File: config.mk
export PLATFORM = sky130hd
export DESIGN_NAME = ex_mem_bf2
export DESIGN_NICKNAME = d
export VERILOG_FILES = /design/src/rtl/ex_bf2_pkg.sv /design/src/rtl/ex_mem_bf2_mul.sv /design/src/rtl/ex_mem_bf2.sv
export SDC_FILE = /design/constraint.sdc
export NUM_CORES = 1
export LEC_CHECK = 0
export CORE_MARGIN = 4
export CORE_UTILIZATION = 50
export CTS_BUF_LIST = sky130_fd_sc_hd__clkbuf_4
export DETAILED_ROUTE_END_ITERATION = 10
export PLACE_DENSITY_LB_ADDON = 0.1
export SLEW_MARGIN = 20
export SYNTH_ARGS = -nofsm -noshare
export SYNTH_HDL_FRONTEND = slang
export SYNTH_SLANG_ARGS = --single-unit
File: constraint.sdc
create_clock -name clk_BF2 -period 25.6 [get_ports clk_BF2]
set_input_delay 5.12 -clock clk_BF2 [delete_from_list [all_inputs] [get_ports clk_BF2]]
set_output_delay 5.12 -clock clk_BF2 [all_outputs]
set_load 0.03 [all_outputs]
File: src/rtl/ex_bf2_pkg.sv
// Shared types and constants for the EX stage / EX-MEM register (BF2).
// Funct codes, ALU-op and FSM encodings, and the registered EX/MEM bundle.
package ex_bf2_pkg;

  localparam int DATA_W_DEF     = 32;
  localparam int PC_W_DEF       = 8;
  localparam int MUL_CYCLES_DEF = 32;

  localparam logic [5:0] FUNCT_ADD = 6'h20;
  localparam logic [5:0] FUNCT_SUB = 6'h22;
  localparam logic [5:0] FUNCT_AND = 6'h24;
  localparam logic [5:0] FUNCT_OR  = 6'h25;
  localparam logic [5:0] FUNCT_SLT = 6'h2A;
  localparam logic [5:0] FUNCT_MUL = 6'h18;

  typedef enum logic {
    ALU_ADD   = 1'b0,
    ALU_FUNCT = 1'b1
  } alu_op_e;

  typedef enum logic [1:0] {
    IDLE = 2'd0,
    MUL  = 2'd1,
    DONE = 2'd2
  } state_e;

  typedef struct packed {
    logic [1:0]            wb;
    logic [2:0]            m;
    logic [DATA_W_DEF-1:0] alu;
    logic                  zero;
    logic [DATA_W_DEF-1:0] wdata;
    logic [4:0]            wreg;
    logic [PC_W_DEF-1:0]   bt;
    logic                  valid;
  } ex_mem_t;

  function automatic logic is_mul_op(
    input logic       alu_op,
    input logic       alu_src,
    input logic [5:0] funct
  );
    return alu_op && !alu_src && (funct == FUNCT_MUL);
  endfunction

endpackage

File: src/rtl/ex_mem_bf2_mul.sv
// Iterative shift-add multiplier: one multiplier bit consumed per cycle.
// Product holds the low DATA_W bits; it is stable whenever hold_i is high.
module mul_seq_32 #(
  parameter int DATA_W = 32
) (
  input  logic              clk,
  input  logic              rst,
  input  logic              start_i,
  input  logic              clear_i,
  input  logic              hold_i,
  input  logic [DATA_W-1:0] a_i,
  input  logic [DATA_W-1:0] b_i,
  output logic [DATA_W-1:0] product_o
);

  logic [DATA_W-1:0] acc_q, acc_d;
  logic [DATA_W-1:0] mcand_q, mcand_d;
  logic [DATA_W-1:0] mplier_q, mplier_d;

  always_comb begin
    acc_d    = acc_q;
    mcand_d  = mcand_q;
    mplier_d = mplier_q;
    if (clear_i) begin
      acc_d    = '0;
      mcand_d  = '0;
      mplier_d = '0;
    end else if (start_i) begin
      acc_d    = '0;
      mcand_d  = a_i;
      mplier_d = b_i;
    end else if (!hold_i) begin
      if (mplier_q[0]) acc_d = acc_q + mcand_q;
      mcand_d  = mcand_q << 1;
      mplier_d = mplier_q >> 1;
    end
  end

  always_ff @(posedge clk or posedge rst) begin
    if (rst) begin
      acc_q    <= '0;
      mcand_q  <= '0;
      mplier_q <= '0;
    end else begin
      acc_q    <= acc_d;
      mcand_q  <= mcand_d;
      mplier_q <= mplier_d;
    end
  end

  assign product_o = acc_q;

endmodule

File: src/rtl/ex_mem_bf2.sv
// EX stage plus EX/MEM register: single-cycle ALU, branch target and a
// 32-iteration multiply that back-pressures BF1 through busy_BF2.
module ex_mem_bf2
  import ex_bf2_pkg::*;
#(
  parameter int DATA_W     = DATA_W_DEF,
  parameter int PC_W       = PC_W_DEF,
  parameter int MUL_CYCLES = MUL_CYCLES_DEF
) (
  input  logic              clk_BF2,
  input  logic              rst_BF2,
  input  logic              valid_BF2_IN,
  input  logic [1:0]        WB_BF2_IN,
  input  logic [2:0]        M_BF2_IN,
  input  logic              RegDst_BF2_IN,
  input  logic              ALUOp_BF2_IN,
  input  logic              ALUSrc_BF2_IN,
  input  logic [PC_W-1:0]   nextInst_BF2_IN,
  input  logic [DATA_W-1:0] regData1_BF2_IN,
  input  logic [DATA_W-1:0] regData2_BF2_IN,
  input  logic [DATA_W-1:0] rdshfunct_BF2_IN,
  input  logic [4:0]        rd_BF2_IN,
  input  logic [4:0]        rt_BF2_IN,
  input  logic              stall_BF2_IN,
  input  logic              flush_BF2_IN,
  output logic [1:0]        WB_BF2,
  output logic [2:0]        M_BF2,
  output logic [DATA_W-1:0] aluResult_BF2,
  output logic              zero_BF2,
  output logic [DATA_W-1:0] writeData_BF2,
  output logic [4:0]        writeReg_BF2,
  output logic [PC_W-1:0]   branchTarget_BF2,
  output logic              valid_BF2,
  output logic              busy_BF2
);

  localparam int CNT_W = $clog2(MUL_CYCLES + 1);

  logic [5:0]        funct;
  alu_op_e           alu_op;
  logic [DATA_W-1:0] op_a, op_b;
  logic [DATA_W-1:0] alu_res;
  logic [DATA_W-1:0] product;
  logic              mul_req;
  logic              mul_start;
  logic              mul_hold;

  state_e            state_q, state_d;
  logic [CNT_W-1:0]  cnt_q, cnt_d;
  ex_mem_t           out_q, out_d;
  ex_mem_t           ctl_q, ctl_d;
  ex_mem_t           single;

  assign funct   = rdshfunct_BF2_IN[5:0];
  assign alu_op  = alu_op_e'(ALUOp_BF2_IN);
  assign op_a    = regData1_BF2_IN;
  assign op_b    = ALUSrc_BF2_IN ? rdshfunct_BF2_IN
                                 : regData2_BF2_IN;
  assign mul_req = valid_BF2_IN &&
                   is_mul_op(ALUOp_BF2_IN, ALUSrc_BF2_IN, funct);

  always_comb begin
    alu_res = '0;
    if (alu_op == ALU_ADD) begin
      alu_res = op_a + op_b;
    end else begin
      unique case (1'b1)
        (funct == FUNCT_ADD): alu_res = op_a + op_b;
        (funct == FUNCT_SUB): alu_res = op_a - op_b;
        (funct == FUNCT_AND): alu_res = op_a & op_b;
        (funct == FUNCT_OR):  alu_res = op_a | op_b;
        (funct == FUNCT_SLT): begin
          alu_res = {{(DATA_W-1){1'b0}},
                     ($signed(op_a) < $signed(op_b))};
        end
        default: alu_res = '0;
      endcase
    end
  end

  always_comb begin
    single       = '0;
    single.wb    = WB_BF2_IN;
    single.m     = M_BF2_IN;
    single.alu   = alu_res;
    single.zero  = (alu_res == '0);
    single.wdata = regData2_BF2_IN;
    single.wreg  = RegDst_BF2_IN ? rd_BF2_IN : rt_BF2_IN;
    single.bt    = nextInst_BF2_IN + {funct, 2'b00};
    single.valid = 1'b1;
  end

  assign mul_start = (state_q == IDLE) && mul_req &&
                     !stall_BF2_IN && !flush_BF2_IN;
  assign mul_hold  = stall_BF2_IN || (state_q != MUL);

  mul_seq_32 #(
    .DATA_W (DATA_W)
  ) u_mul (
    .clk       (clk_BF2),
    .rst       (rst_BF2),
    .start_i   (mul_start),
    .clear_i   (flush_BF2_IN),
    .hold_i    (mul_hold),
    .a_i       (op_a),
    .b_i       (op_b),
    .product_o (product)
  );

  always_ff @(posedge clk_BF2 or posedge rst_BF2) begin
    if (rst_BF2) begin
      state_q <= IDLE;
      cnt_q   <= '0;
      out_q   <= '0;
      ctl_q   <= '0;
    end else begin
      state_q <= state_d;
      cnt_q   <= cnt_d;
      out_q   <= out_d;
      ctl_q   <= ctl_d;
    end
  end

  always_comb begin
    state_d = state_q;
    cnt_d   = cnt_q;
    if (flush_BF2_IN) begin
      state_d = IDLE;
      cnt_d   = '0;
    end else if (!stall_BF2_IN) begin
      unique case (state_q)
        IDLE: begin
          if (mul_req) begin
            state_d = MUL;
            cnt_d   = '0;
          end
        end
        MUL: begin
          cnt_d = cnt_q + 1'b1;
          if (cnt_q == CNT_W'(MUL_CYCLES - 1)) state_d = DONE;
        end
        DONE: begin
          state_d = IDLE;
          cnt_d   = '0;
        end
        default: begin
          state_d = IDLE;
          cnt_d   = '0;
        end
      endcase
    end
  end

  // The mul's control bits ride alongside the multiplier until DONE.
  assign ctl_d = mul_start ? single : ctl_q;

  always_comb begin
    out_d = out_q;
    if (flush_BF2_IN) begin
      out_d = '0;
    end else if (!stall_BF2_IN) begin
      unique case (state_q)
        IDLE: out_d = (valid_BF2_IN && !mul_req) ? single : '0;
        MUL:  out_d = '0;
        DONE: begin
          out_d       = ctl_q;
          out_d.alu   = product;
          out_d.zero  = (product == '0);
          out_d.valid = 1'b1;
        end
        default: out_d = '0;
      endcase
    end
  end

  assign busy_BF2 = stall_BF2_IN || (state_q == MUL) ||
                    ((state_q == IDLE) && mul_req);

  assign WB_BF2           = out_q.wb;
  assign M_BF2            = out_q.m;
  assign aluResult_BF2    = out_q.alu;
  assign zero_BF2         = out_q.zero;
  assign writeData_BF2    = out_q.wdata;
  assign writeReg_BF2     = out_q.wreg;
  assign branchTarget_BF2 = out_q.bt;
  assign valid_BF2        = out_q.valid;

endmodule

# Word-level counts from Yosys, hierarchy flattened
# Cells that the tools add are included.
# word_totals
ff_bits	238
wordCells	88
# classes
add_sub_neg	5
magnitude_cmp	1
eq_ne	14
muxes	27
bitwise	2
n_reduce_logical	21
# ops
operator	n
$mux W32	12
$mux W84	3
$pmux W84 S2	1
$pmux W32 S5	1
$add A32 B32 Y32	2
$logic_not A32 Y1	2
$and A32 B32 Y32	1
$lt A32 B32 Y1	1
$or A32 B32 Y32	1
$sub A32 B32 Y32	1
$eq A6 B6 Y1 const B	5
$mux W6	3
$eq A6 B5 Y1 const B	2
$pmux W6 S2	1
$ne A3 B3 Y1 const B	3
$add A8 B8 Y8	1
$mux W2	4
$logic_and A1 B1 Y1	7
$add A6 B1 Y6 const B	1
$mux W5	1
$logic_not A1 Y1	4
$ne A2 B1 Y1 const B	2
$pmux W2 S2	1
$reduce_and A2 Y1	2
other kinds (6)	8

# Longest topological paths before layout
# depth
word_depth	10
mapped_depth	18
ltp_nobuf	16

# Cells and area by module
# A second synthesis with hierarchy kept.
# unflattened
cells_unflattened	2208
area_unflattened_um2	18308.8
# modules_own_cells
mod	n_inst	cells_each	area_each_um2	seq_area_each_um2
ex_mem_bf2	1	1476	12120.4	3553.4
mul_seq_32	1	732	6188.4	2402.3

# Least setup slack after synthesis
# No wires, ideal clock.
# synth_path
kind	input -> output
from	in rdshfunct_BF2_IN[1]
to	out busy_BF2
arrival_ns	6.660
t_required_ns	20.480
slack_ns	13.820
path_stages	5
n_path_buf	1
path_cell_list	buf_2 > nor2_1 > nor4b_1 > a21oi_1 > o21bai_1
# synth_via
elab_chain_len	5
# synth_rtl
element	line	rtl
start, declared	ex_mem_bf2.sv:21	input logic [DATA_W-1:0] rdshfunct_BF2_IN,
$eq A6 B5 Y1	ex_bf2_pkg.sv:43	return alu_op && !alu_src && (funct == FUNCT_MUL);
$logic_and A1 B1 Y1	ex_bf2_pkg.sv:43	
$logic_and A1 B1 Y1	ex_mem_bf2.sv:59	assign mul_req = valid_BF2_IN &&
$logic_and A1 B1 Y1	ex_mem_bf2.sv:177	((state_q == IDLE) && mul_req);
$logic_or A1 B1 Y1	ex_mem_bf2.sv:176	assign busy_BF2 = stall_BF2_IN || (state_q == MUL) ||
end, declared	ex_mem_bf2.sv:34	output logic busy_BF2
# Every way passes these cells.

# Worst setup path after layout
# Same ends and word-level chain as after synthesis.

==> qor.csv <==
stage,metric,value,unit
clocking,htreeDepth,3,
place,dpl.hpwl,43.1,mm
sta,setup_viol,0,
synthesis,ys_ff_latch,238,
synthesis,synth_compound_area_frac,0.253,
die,coreArea,34600,um^2
synthesis,synth_xor_xnor_area_share,0.0174,
synthesis,syn_nets,2406,
synthesis,avgSynthCellArea,8.23,um^2
critical_path,critPathRequiredTime,20480,ps
die,dieWidth,196,um
synthesis,async_reset_ff_frac,1.00,
global_route,grt_pass1_wl,93.5,mm
sta,fmax,0.0759,GHz
detailed_routing,vias,17299,
synthesis,netlist_instances,2142,
critical_path,cp.arrival,8050,ps
synthesis,ys.warnings.count,0,
synthesis,yosys.area_share.simple,0.185,
finish,drive_gt1_frac,0.0916,
sta,hold_viol_final,0,
global_route,antenna_found_initial,3,
detailed_routing,drc,0,
die,rows,68,
clocking,clkSinkCount,238,
clocking,numCtsBuffers,67,
global_route,gr-usage-all-layers,0.303,
min_path,hp-class,reg -> reg,
detailed_routing,drtPass1Iterations,5,
sta,rsz0062_at_grt,false,
die,dieArea,38300,um^2
die,chipHeight,196,um
detailed_routing,drtIter0Drc,1395,
critical_path,critical_path_class,in -> out,
sta,maxSlewViolCount,0,
power_and_ir_drop,power.density,47.5,nW/um^2
sta,worst_slack,12430,ps
global_route,grt_overflow,0,
sta,maxSlewHeadroom,0.294,
finish,areaGrowthSynthToFinish,18.3,%
place,dp_slack,12410,ps
clocking,hold_buffers,0,
critical_path,start_kind,input port,
detailed_routing,via_per_inst,6.15,
finish,n_fill_cell,3179,
detailed_routing,routedWlPerCell,21.3,um
synthesis,ys.flop_type,dfrtp_1,
global_route,grt_pass1_vias,16713,
flow_run,cap_violations,0,
clocking,clk_latency,760,ps
finish,final_core_util,0.602,
clocking,cts_root_buffer,clkbuf_4,
global_route,grt_max_degree,104,
place,io_buffer_count,211,
detailed_routing,wirelength,60.0,mm
sta,finalCriticalPeriod,13170,ps
sta,setup_tns,0,ps
clocking,clkSlewWorstSetupHoldPaths,60,ps
sta,period_share,0.514,
die,design.portCount,212,
sta,tightest_slew,1050,ps
clocking,postCtsSetupBuffers,0,
clocking,cts_buffer_depth,3,
synthesis,synth.distinct_cells,90,
power_and_ir_drop,total_power,0.990,mW
detailed_routing,ant_nets,0,
critical_path,path_max_fanout,11,
finish,final_net_count,2573,
synthesis,synth_fa_ha_area_frac,0.0989,
critical_path,worstSetupEndpointType,output port,
synthesis,synthMuxAreaShare,0.0540,
clocking,cts_tree,done,
sta,clock-skew-final,36.1,ps
synthesis,synth_edf_count,0,
clocking,cts_resized,0,
power_and_ir_drop,vdd_drop_max,39.8,uV
finish,final_area,20900,um^2
synthesis,syn_area,17600,um^2
place,place_congestion,0.955,
place,postPlaceCellArea,20000,um^2
die,initial_core_util,0.509,
outcome,status,"finished, final reports clean",
synthesis,yosysSeqAreaShare,0.338,
synthesis,synth_top_family_by_area,compound AO/OA/AOI/OAI gates,
power_and_ir_drop,p_leak,9.17,nW
## critical path, stage by stage
cell	delay [ps]
clkdlybuf4s50_1	630
nor2_1	530
nor4b_1	570
buf_4	260
a21oi_1	90
o21bai_1	150
clkdlybuf4s50_1	690
## report_power, final
part | switching (mW) | total, mW | internal [mW] | leakage [nW]
clock | 0.171 | 0.363 | 0.191 | 0.513
sequential | 0.00413 | 0.386 | 0.382 | 3.31
combinational | 0.154 | 0.242 | 0.0878 | 5.35
total | 0.329 | 0.990 | 0.661 | 9.17
## cells by family after synthesis
kind of cell	count (synthesis)
AOI/OAI and AO/OA	666
xor gates and xnor gates	35
adders and majority gates	137
buffers and inverters	244
DFF	238
muxes	89
and+or+nand+nor	733
## final timing paths
path | cells past startpoint | endpoint | slack (ps) | from
setup / recovery | 7 | busy_BF2 | 12430 | rdshfunct_BF2_IN[1]
hold / removal | 2 | branchTarget_BF2[1] | 480 | branchTarget_BF2[1]
setup reg to reg | 12 | u_mul.product_o[31] | 21650 | u_mul.product_o[0]
hold reg to reg | 2 | branchTarget_BF2[1] | 480 | branchTarget_BF2[1]
max in group asynchronous | 4 | u_mul.mplier_q[21] | 18440 | rst_BF2
min in group asynchronous | 2 | cnt_q[3] | 4860 | rst_BF2
## Yosys cell counts, types with 15 or more instances
master | n | area (um^2)
a211oi_1 | 16 | 120
a21o_1 | 23 | 173
a21oi_1 | 164 | 821
a22oi_1 | 65 | 488
a311oi_1 | 65 | 569
clkbuf_1 | 114 | 428
dfrtp_1 | 238 | 5960
ha_1 | 133 | 1660
inv_1 | 105 | 394
mux2_2 | 49 | 552
mux2i_1 | 40 | 400
nand2_1 | 327 | 1230
nand2b_1 | 18 | 113
nand3_1 | 30 | 150
nand4_1 | 19 | 119
nor2_1 | 207 | 777
nor2b_1 | 16 | 100
nor3_1 | 29 | 145
nor4_1 | 21 | 131
o21ai_0 | 158 | 791
or3_1 | 15 | 93.8
xnor2_1 | 28 | 245
## registers in the layout, indices dropped and copies added, names as in the netlist, 3 cells and up
signal	cells
u_mul.mplier_q	32
branchTarget_BF2	8
aluResult_BF2	32
writeData_BF2	32
cnt_q	6
ctl_q	50
u_mul.mcand_q	32
u_mul.product_o	32
M_BF2	3
writeReg_BF2	5
## stage by stage
step                std cells  hold slack [ps]
floorplan                2142              450
global placement         2695              455
detailed placement       2695              469
CTS                      2813              483
global route             2814              512
finish                   2814              477
## cells in the final DEF, fill, tap and decap left out, drive strengths merged, types with 12 or more instances in the layout
cell type | Yosys | layout
nand2 | 327 | 327
o31ai | 15 | 15
inv | 105 | 107
a21o | 23 | 23
ha | 133 | 133
dfrtp | 238 | 238
nand4 | 19 | 19
nor4 | 22 | 22
o211ai | 15 | 15
a211oi | 18 | 18
clkinv | 0 | 12
clkdlybuf4s50 | 0 | 209
buf | 25 | 28
nand3 | 30 | 30
clkbuf | 114 | 102
o21bai | 13 | 13
mux2 | 49 | 49
mux2i | 40 | 40
nor2 | 207 | 207
nor3 | 30 | 30
nor2b | 16 | 16
or3 | 15 | 15
a21oi | 164 | 164
nand2b | 18 | 18
xnor2 | 28 | 28
a22oi | 65 | 65
a311oi | 65 | 65
o21ai | 166 | 166
## per-layer routing
layer	global-route usage	wire, um	vias up
met5	0	11	-
met4	0.127	2290	2
met3	0.0484	3700	125
met2	0.503	28600	622
met1	0.396	25400	8443
li1	-	-	8107
## area by class of cell
| cell class | instances | area (um^2) | share of cell area |
|---|---|---|---|
| multi-input combinational | 1660 | 10800 | 0.517 |
| sequential | 238 | 5960 | 0.285 |
| timing repair buffer | 237 | 2300 | 0.110 |
| clock buffer | 102 | 766 | 0.0367 |
| tap | 455 | 569 | 0.0273 |
| inverter | 105 | 402 | 0.0193 |
| clock inverter | 16 | 91.3 | 0.00438 |
| antenna | 1 | 2.50 | 0.000120 |
(Power assumes the default switching activity.)
